[src/rtl/calc_pkg.sv]
// calc_pkg: shared types and constants for the calculator request port.
package calc_pkg;

  localparam int DATA_W = 32;

  typedef enum logic [3:0] {
    CMD_NOP = 4'd0,
    CMD_ADD = 4'd1,
    CMD_SUB = 4'd2,
    CMD_SHL = 4'd5,
    CMD_SHR = 4'd6
  } cmd_e;

  typedef enum logic [1:0] {
    RESP_NONE = 2'd0,
    RESP_OK   = 2'd1,
    RESP_ERR  = 2'd2
  } resp_e;

  typedef enum logic [1:0] {
    ST_IDLE = 2'd0,
    ST_OP2  = 2'd1,
    ST_EXEC = 2'd2,
    ST_RESP = 2'd3
  } state_e;

  // True for the two shift commands, which use the shifter latency.
  function automatic logic is_shift_cmd(input logic [3:0] cmd);
    return (cmd == CMD_SHL) || (cmd == CMD_SHR);
  endfunction

  // True for add/sub, which use the adder latency.
  function automatic logic is_arith_cmd(input logic [3:0] cmd);
    return (cmd == CMD_ADD) || (cmd == CMD_SUB);
  endfunction

endpackage

[src/rtl/calc_alu.sv]
// calc_alu: combinational 32-bit unsigned add/sub/shift unit.
// err flags add carry-out, subtract underflow and any unknown command;
// result is forced to 0 whenever err is set.
module calc_alu
  import calc_pkg::*;
(
  input  logic [3:0]        cmd,
  input  logic [DATA_W-1:0] op1,
  input  logic [DATA_W-1:0] op2,
  output logic [DATA_W-1:0] result,
  output logic              err
);

  logic [DATA_W:0] sum;

  // Widened sum so the carry-out is visible as the top bit.
  assign sum = {1'b0, op1} + {1'b0, op2};

  // Select the operation; only op2[4:0] is a shift amount.
  always_comb begin
    result = '0;
    err    = 1'b0;
    case (cmd)
      CMD_ADD: begin
        err    = sum[DATA_W];
        result = sum[DATA_W] ? '0 : sum[DATA_W-1:0];
      end
      CMD_SUB: begin
        err    = (op2 > op1);
        result = (op2 > op1) ? '0 : (op1 - op2);
      end
      CMD_SHL: result = op1 << op2[4:0];
      CMD_SHR: result = op1 >> op2[4:0];
      default: err    = 1'b1;
    endcase
  end

endmodule

[src/rtl/calc_port_engine.sv]
// calc_port_engine: responder for one calculator request port.
// Command + operand1 in one cycle, operand2 the next, fixed-latency
// execute, then a single-cycle registered response.
// Optional build macro: CALC_PORT_ERRCNT_EN adds the saturating
// proto_err_cnt output counting commands issued while EXEC/RESP.
module calc_port_engine
  import calc_pkg::*;
#(
  parameter int ADD_LAT   = 2,
  parameter int SHIFT_LAT = 3
) (
  input  logic              c_clk,
  input  logic              reset,
  input  logic [3:0]        req_cmd_in,
  input  logic [DATA_W-1:0] req_data_in,
  output logic [1:0]        out_resp,
  output logic [DATA_W-1:0] out_data,
  output logic              busy
`ifdef CALC_PORT_ERRCNT_EN
  ,
  output logic [7:0]        proto_err_cnt
`endif
);

  localparam int CNT_W = 16;

  state_e             state_q;
  state_e             state_d;
  logic [CNT_W-1:0]   cnt_q;
  logic [3:0]         cmd_q;
  logic [DATA_W-1:0]  op1_q;
  logic [DATA_W-1:0]  op2_q;
  logic [DATA_W-1:0]  alu_res;
  logic               alu_err;
  logic [1:0]         resp_d;
  logic [DATA_W-1:0]  data_d;
  logic               busy_d;
  logic               exec_done;

  calc_alu u_alu (
    .cmd    (cmd_q),
    .op1    (op1_q),
    .op2    (op2_q),
    .result (alu_res),
    .err    (alu_err)
  );

  // Last EXEC cycle: result is captured into the output registers here.
  assign exec_done = (state_q == ST_EXEC) && (cnt_q == CNT_W'(1));

  // State register.
  always_ff @(posedge c_clk or negedge reset) begin
    if (!reset) state_q <= ST_IDLE;
    else        state_q <= state_d;
  end

  // Next-state logic; commands outside IDLE never redirect the FSM.
  always_comb begin
    state_d = state_q;
    case (state_q)
      ST_IDLE: if (req_cmd_in != 4'd0) state_d = ST_OP2;
      ST_OP2:  state_d = ST_EXEC;
      ST_EXEC: if (exec_done) state_d = ST_RESP;
      ST_RESP: state_d = ST_IDLE;
      default: state_d = ST_IDLE;
    endcase
  end

  // Next output values; the ALU error flag also covers unknown commands.
  always_comb begin
    resp_d = RESP_NONE;
    data_d = '0;
    busy_d = (state_d != ST_IDLE);
    if (exec_done) begin
      if (alu_err) begin
        resp_d = RESP_ERR;
      end else begin
        resp_d = RESP_OK;
        data_d = alu_res;
      end
    end
  end

  // Output registers; the response lives only for the RESP cycle.
  always_ff @(posedge c_clk or negedge reset) begin
    if (!reset) begin
      out_resp <= RESP_NONE;
      out_data <= '0;
      busy     <= 1'b0;
    end else begin
      out_resp <= resp_d;
      out_data <= data_d;
      busy     <= busy_d;
    end
  end

  // Operand capture: command/op1 on acceptance, op2 in the OP2 cycle.
  always_ff @(posedge c_clk or negedge reset) begin
    if (!reset) begin
      cmd_q <= 4'd0;
      op1_q <= '0;
      op2_q <= '0;
    end else begin
      if ((state_q == ST_IDLE) && (req_cmd_in != 4'd0)) begin
        cmd_q <= req_cmd_in;
        op1_q <= req_data_in;
      end
      if (state_q == ST_OP2) op2_q <= req_data_in;
    end
  end

  // Latency counter; an unknown command runs a single EXEC cycle so its
  // error response lands one cycle after operand2, like a 1-cycle op.
  always_ff @(posedge c_clk or negedge reset) begin
    if (!reset) begin
      cnt_q <= '0;
    end else if (state_q == ST_OP2) begin
      if (is_shift_cmd(cmd_q))      cnt_q <= CNT_W'(SHIFT_LAT);
      else if (is_arith_cmd(cmd_q)) cnt_q <= CNT_W'(ADD_LAT);
      else                          cnt_q <= CNT_W'(1);
    end else if ((state_q == ST_EXEC) && !exec_done) begin
      cnt_q <= cnt_q - CNT_W'(1);
    end
  end

`ifdef CALC_PORT_ERRCNT_EN
  logic viol;

  assign viol = ((state_q == ST_EXEC) || (state_q == ST_RESP)) &&
                (req_cmd_in != 4'd0);

  // Saturating count of commands issued while an operation is in flight.
  always_ff @(posedge c_clk or negedge reset) begin
    if (!reset)                          proto_err_cnt <= 8'd0;
    else if (viol && (proto_err_cnt != 8'hFF)) proto_err_cnt <= proto_err_cnt + 8'd1;
  end
`endif

endmodule

[config.mk]
export PLATFORM = sky130hd
export DESIGN_NAME = calc_port_engine
export DESIGN_NICKNAME = d
export VERILOG_FILES = /design/src/rtl/calc_pkg.sv /design/src/rtl/calc_alu.sv /design/src/rtl/calc_port_engine.sv
export SDC_FILE = /design/constraint.sdc
export NUM_CORES = 1
export LEC_CHECK = 0
export BUFFER_PORTS_ARGS = -buffer_cell sky130_fd_sc_hd__buf_4
export CAP_MARGIN = 40
export CORE_ASPECT_RATIO = 1.2
export CORE_UTILIZATION = 58
export CTS_BUF_LIST = sky130_fd_sc_hd__clkbuf_4
export DETAILED_ROUTE_END_ITERATION = 8
export PLACE_DENSITY = 0.76
export SKIP_CTS_REPAIR_TIMING = 1
export SLEW_MARGIN = 20
export SYNTH_ARGS = -nofsm -noshare
export SYNTH_HDL_FRONTEND = slang
export SYNTH_SLANG_ARGS = --single-unit
[constraint.sdc]
create_clock -name c_clk -period 4 [get_ports c_clk]
set_input_delay 0.4 -clock c_clk [delete_from_list [all_inputs] [get_ports c_clk]]
set_output_delay 0.4 -clock c_clk [all_outputs]
set_load 0.05 [all_outputs]
Word-level counts from Yosys, hierarchy flattened
Cells that the tools add are included.
{"block": "totals", "output_inout_bits": 35, "reg_bits": 121, "word_cells": 48}
{"block": "op_classes", "magnitude_cmp": 1, "reduce_logical": 11, "shift": 2, "muxes": 15, "n_eq_ne": 8, "add_sub_neg": 3}
{"op": "32-bit 2-to-1 mux", "count": 4}
{"op": "32-bit case mux with 4 select lines", "count": 1}
{"op": "32-bit by 32-bit adder with 33-bit output", "count": 1}
{"op": "32-bit greater-than comparator", "count": 1}
{"op": "16-bit 2-to-1 mux", "count": 2}
{"op": "32-bit by 5-bit left shift with 32-bit output", "count": 1}
{"op": "32-bit by 5-bit >> shifter with 32-bit output", "count": 1}
{"op": "32-bit subtractor", "count": 1}
{"op": "16-bit by 1-bit == test with 1-bit output, second input constant", "count": 1}
{"op": "16-bit by 1-bit subtractor with 16-bit output, second input constant", "count": 1}
{"op": "2-bit 2-to-1 mux", "count": 6}
{"op": "4-bit by 3-bit == test with 1-bit output, second input constant", "count": 2}
{"op": "2-bit case mux with 4 select lines", "count": 1}
{"op": "2-bit == test, second input constant", "count": 2}
{"op": "4-bit by 1-bit == test with 1-bit output, second input constant", "count": 1}
{"op": "4-bit by 2-bit == test with 1-bit output, second input constant", "count": 1}
{"op": "2-bit nonzero test", "count": 2}
{"op": "4-bit nonzero test", "count": 1}
{"op": "1-bit logical AND", "count": 3}
{"op": "1-bit case mux with 3 select lines", "count": 1}
{"op": "2-bit by 1-bit == test with 1-bit output, second input constant", "count": 1}
{"op": "2-bit logical NOT", "count": 1}
{"op": "1-bit logical OR", "count": 2}
{"op": "2-bit OR reduction", "count": 1}
{"op": "1-bit logical NOT", "count": 1}

Depth between registers and ports, before layout
{"block": "logic_depth", "ltp_word": 6, "mapped_depth": 18, "mapped_depth_nobuf": 13}

Cells and area by module
Synthesis repeated with hierarchy kept, for this count alone.
{"block": "hier_totals", "hier_cells": 1366, "area_unflattened_um2": 11583.6}
{"mod": "calc_alu", "area_per_inst_um2": 6851.6, "cells_each": 1025, "seq_area_each_um2": 0.0, "n_inst": 1}
{"mod": "calc_port_engine", "area_per_inst_um2": 4732.0, "cells_each": 341, "seq_area_each_um2": 3027.9, "n_inst": 1}

Worst setup path after synthesis
OpenSTA, ideal clock, no wires.
{"block": "synth_timing", "kind": "register to register", "from": "register op2_q[1]", "to": "register out_data[31]", "arrival_ns": 4.044, "setup_ns": 0.094, "path_slack_ns": -0.138, "path_stages_with_launch": 16, "required_ns": 3.906, "period_less_slack_ns": 4.138, "n_path_buf": 4, "cell_sequence": "dfrtp_1 -> inv_1 -> clkbuf_1 -> clkbuf_1 -> clkbuf_1 -> fa_1 -> nor2_2 -> o311a_1 -> o31a_1 -> o211ai_2 -> a211oi_2 -> o31a_1 -> or3_4 -> buf_6 -> or3_1 -> a221oi_2"}
{"block": "synth_between", "elab_chain_len": 5, "word_cells_on_any_way": 11, "classes_between": "add/sub (2); order compare (1); shift (2); mux (6)"}
{"element": "start: declaration", "line_no": "calc_port_engine.sv:32", "text": "logic [DATA_W-1:0] op2_q;"}
{"element": "start signal: assignment", "line_no": "calc_port_engine.sv:108", "text": "if (state_q == ST_OP2) op2_q <= req_data_in;"}
{"element": "32-bit subtractor, or another cell as far along", "line_no": "calc_alu.sv:30", "text": "result = (op2 > op1) ? '0 : (op1 - op2);"}
{"element": "32-bit 2-to-1 mux, on equally long branches", "line_no": "calc_alu.sv:30, calc_alu.sv:26"}
{"element": "32-bit case mux with 4 select lines", "line_no": "calc_alu.sv:23", "text": "case (cmd)"}
{"element": "32-bit 2-to-1 mux *", "line_no": "calc_port_engine.sv:75", "text": "if (alu_err) begin"}
{"element": "32-bit 2-to-1 mux *", "line_no": "calc_port_engine.sv:74", "text": "if (exec_done) begin"}
{"element": "net data_d[31]", "line_no": "calc_port_engine.sv:36", "text": "logic [DATA_W-1:0] data_d;"}
{"element": "end signal: assignment", "line_no": "calc_port_engine.sv:92", "text": "out_data <= data_d;"}
{"element": "end: declaration", "line_no": "calc_port_engine.sv:17", "text": "output logic [DATA_W-1:0] out_data,"}
Mark *: on every way through the listed nets, which the timed path passes. The rest lies on a longest branch.
A chain may end at the register's enable or synchronous reset.

Worst setup path in the final report
{"block": "layout_timing", "from": "register op2_q[4]", "to": "register out_data[29]"}
The elaborated chain is that of the path after synthesis.

==> summary.txt <==
Status
  • Status: finished clean

Clock tree
  • Clk root buf: clkbuf_4
  • Inserted Clock Buffers: 17
  • H-tree depth: 4
  • Worst skew pair latency: 590 ps
  • TritonCTS clock tree: done
  • Total clock sinks: 121
  • Clk buf depth: 2
  • Clock transition at path regs: 150 ps

Global routing
  • Largest net degree at the start of global routing: 92
  • GR Util All Layers: 41.02%
  • Initial antenna violation count: 1
  • Vias in the first global route: 11149
  • GR Overflow Total: 0
  • Wire length of the first global-routing pass: 62020 µm

STA
  • Slew headroom: 41.68%
  • Fin. max-slew vios: 0
  • Min Tclk post-route: 3816 ps
  • RSZ-0062 raised after global routing: false
  • Setup violations, final: 0
  • Worst Hold Margin: 22.28 ps
  • Hold Violations, Final: 0
  • Peak Freq: 0.2621 GHz
  • Clock skew: 30.12 ps
  • Setup TNS: 0 ps
  • Fin crit share: 95.40%
  • Worst-Margin Slew: 872.1 ps

Setup path
  • Critical path launch point type: flop
  • Worst-path fanout max: 5
  • Slowest stage delay, CP: 610 ps
  • Cell depth of the worst flop-to-flop path: 13
  • Critical path class: reg2reg
  • CP Data Required Time: 4440 ps
  • Crit path capture type: flop
  • Worst path slowest cell: a2111oi_0
  • Worst EP arrival: 4260 ps
  • Cell repeated most along the worst path: a211oi_1
  • Worst path cell trace: inv_2, ha_1, inv_1, a2111oi_0, buf_4, a21boi_1, o211ai_1, a21oi_1, a211oi_1, o21bai_1, a211oi_1, mux2i_1, a31oi_1

Synthesis
  • Mapped Cells: 1439
  • Sequential fraction of the synthesis area: 26.93%
  • Mapped Nets: 1550
  • Flops & latches, synth: 121
  • Synth Warn #: 0
  • Most common flop cell mapped by yosys: dfrtp_1
  • Synth unique cells: 85
  • Top cells by area, synth: dfrtp_1 27%, ha_1 7.9%, o21ai_0 6.8%, nor2_1 5.3%, mux2i_1 5.2%
  • Post-synth EDFFs: 0
  • Async SR Flop Fraction: 100.0%
  • Top-area cell type share of the netlist area: 26.93%
  • Largest area contributor in the netlist: dfrtp_1
  • Syn Std Cell Area: 11240 µm²
  • Avg Cell Area, Syn: 7.812 µm²

Final layout
  • Commonest non-fill, non-tap cell in the layout: nor2_1
  • Synthesis-to-finish area growth: 11.24%
  • Multi-input gate area: 7523 µm²
  • Post-layout net count: 1603
  • Register area: 3032 µm²
  • Fillers: 1693
  • Ratio of cells with drive above 1 in the final layout: 15.55%
  • Most frequent cells in the layout: 159 x nor2_1, 152 x o21ai_0, 127 x buf_4

Routing
  • # DRC: 0
  • Avg Vias per Cell: 6.715
  • Total wire length: 39840 µm
  • Vias after detailed routing: 11839
  • DR iter-0 viols: 1591
  • Antenna violation net count after detailed routing: 0
  • Mean routed wirelength per cell: 22.60 µm
  • Pre-antenna DRT Iters: 7

Floorplanning
  • Die ar.: 19950 µm²
  • Initial Util: 59.40%
  • Die height: 154.5 µm
  • Core Area: 18920 µm²
  • Rows: 55
  • Die X-Extent: 129.1 µm
  • Io pins: 73

Placed design
  • Port buffer count: 72
  • Routability Congestion: 1.035
  • Post-DP HPWL: 30310 µm

Hold path
  • Hold Crit Depth: 3
  • HP Class: in2reg

Run
  • Max cap viols: 0
[layer usage]
layer,up-vias,global-route usage (%),part of all wire [%]
met3,131,7.990,8.3
met5,-,0,0
met4,0,18.88,4.4
met1,5636,52.88,41
li1,5382,-,-
met2,690,66.10,46
[cell usage after synthesis (27+ instances only)]
library cell / number
o22ai_1: 30
inv_1: 75
nor3_1: 29
mux2i_1: 58
o21ai_0: 152
clkbuf_1: 77
a21oi_1: 111
nor2_1: 159
ha_1: 71
o211ai_1: 27
mux2_2: 39
dfrtp_1: 121
nand2_1: 122
nand2b_1: 33
[cell type report]
type	instances	share of cell area (%)
repair buffers	132	8.384
flip-flops and latches	121	24.24
diodes	2	0.04002
well taps	256	2.561
inverters	78	2.341
clock inverters	15	1.251
clock buffers	17	1.021
multi-input cells	1142	60.16
[per-stage QoR]
step	std cells	instance area, µm²	util, %	worst slack [ps]
5_1_grt	1763	12510	66.08	25.62
6_report	1763	12510	66.08	184.1
3_3_place_gp	1725	12140	64.16	399.2
4_1_cts	1757	12430	65.66	328.6
2_1_floorplan	1439	11240	-	60.64
3_5_place_dp	1725	12140	64.16	403.9
[sequential cells by signal (all words and copies together) (netlist names)]
signal and count:
busy 1, cmd_q 4, cnt_q 16, op1_q 32, op2_q 32, out_data 32, out_resp 2, state_q 2
[worst max-delay path, delay by kind of cell (launching register included)]
family	cells	cell delay, ps
flops	1	410
fa+ha+maj	1	370
compound gates	8	2240
buf+inv	3	410
mux	1	230
[cell families after synthesis]
family	Yosys count	share of synthesized area, %
DFF	121	26.93
adders and majority gates	73	8.258
xor gates and xnor gates	21	1.636
and+or+nand+nor	434	17.85
buffers and inverters	176	6.322
muxes	99	9.471
AOI/OAI and AO/OA	515	29.53
[worst paths after layout]
| path | startpoint | endpoint | slack, ps |
|---|---|---|---|
| setup / recovery | op2_q[4]$_DFFE_PN0P_ | out_data[29]$_DFF_PN0_ | 180 |
| hold / removal | req_data_in[23] | op2_q[23]$_DFFE_PN0P_ | 20 |
| setup reg to reg | op2_q[4]$_DFFE_PN0P_ | out_data[29]$_DFF_PN0_ | 180 |
| hold reg to reg | cnt_q[12]$_DFFE_PN0P_ | cnt_q[12]$_DFFE_PN0P_ | 560 |
| max in group asynchronous | reset | op2_q[22]$_DFFE_PN0P_ | 3290 |
| min in group asynchronous | reset | op1_q[1]$_DFFE_PN0P_ | 340 |
Power is left out: the tool's default activity adds up to more than one toggle a clock period on the data nets, which glitch-free logic cannot reach.
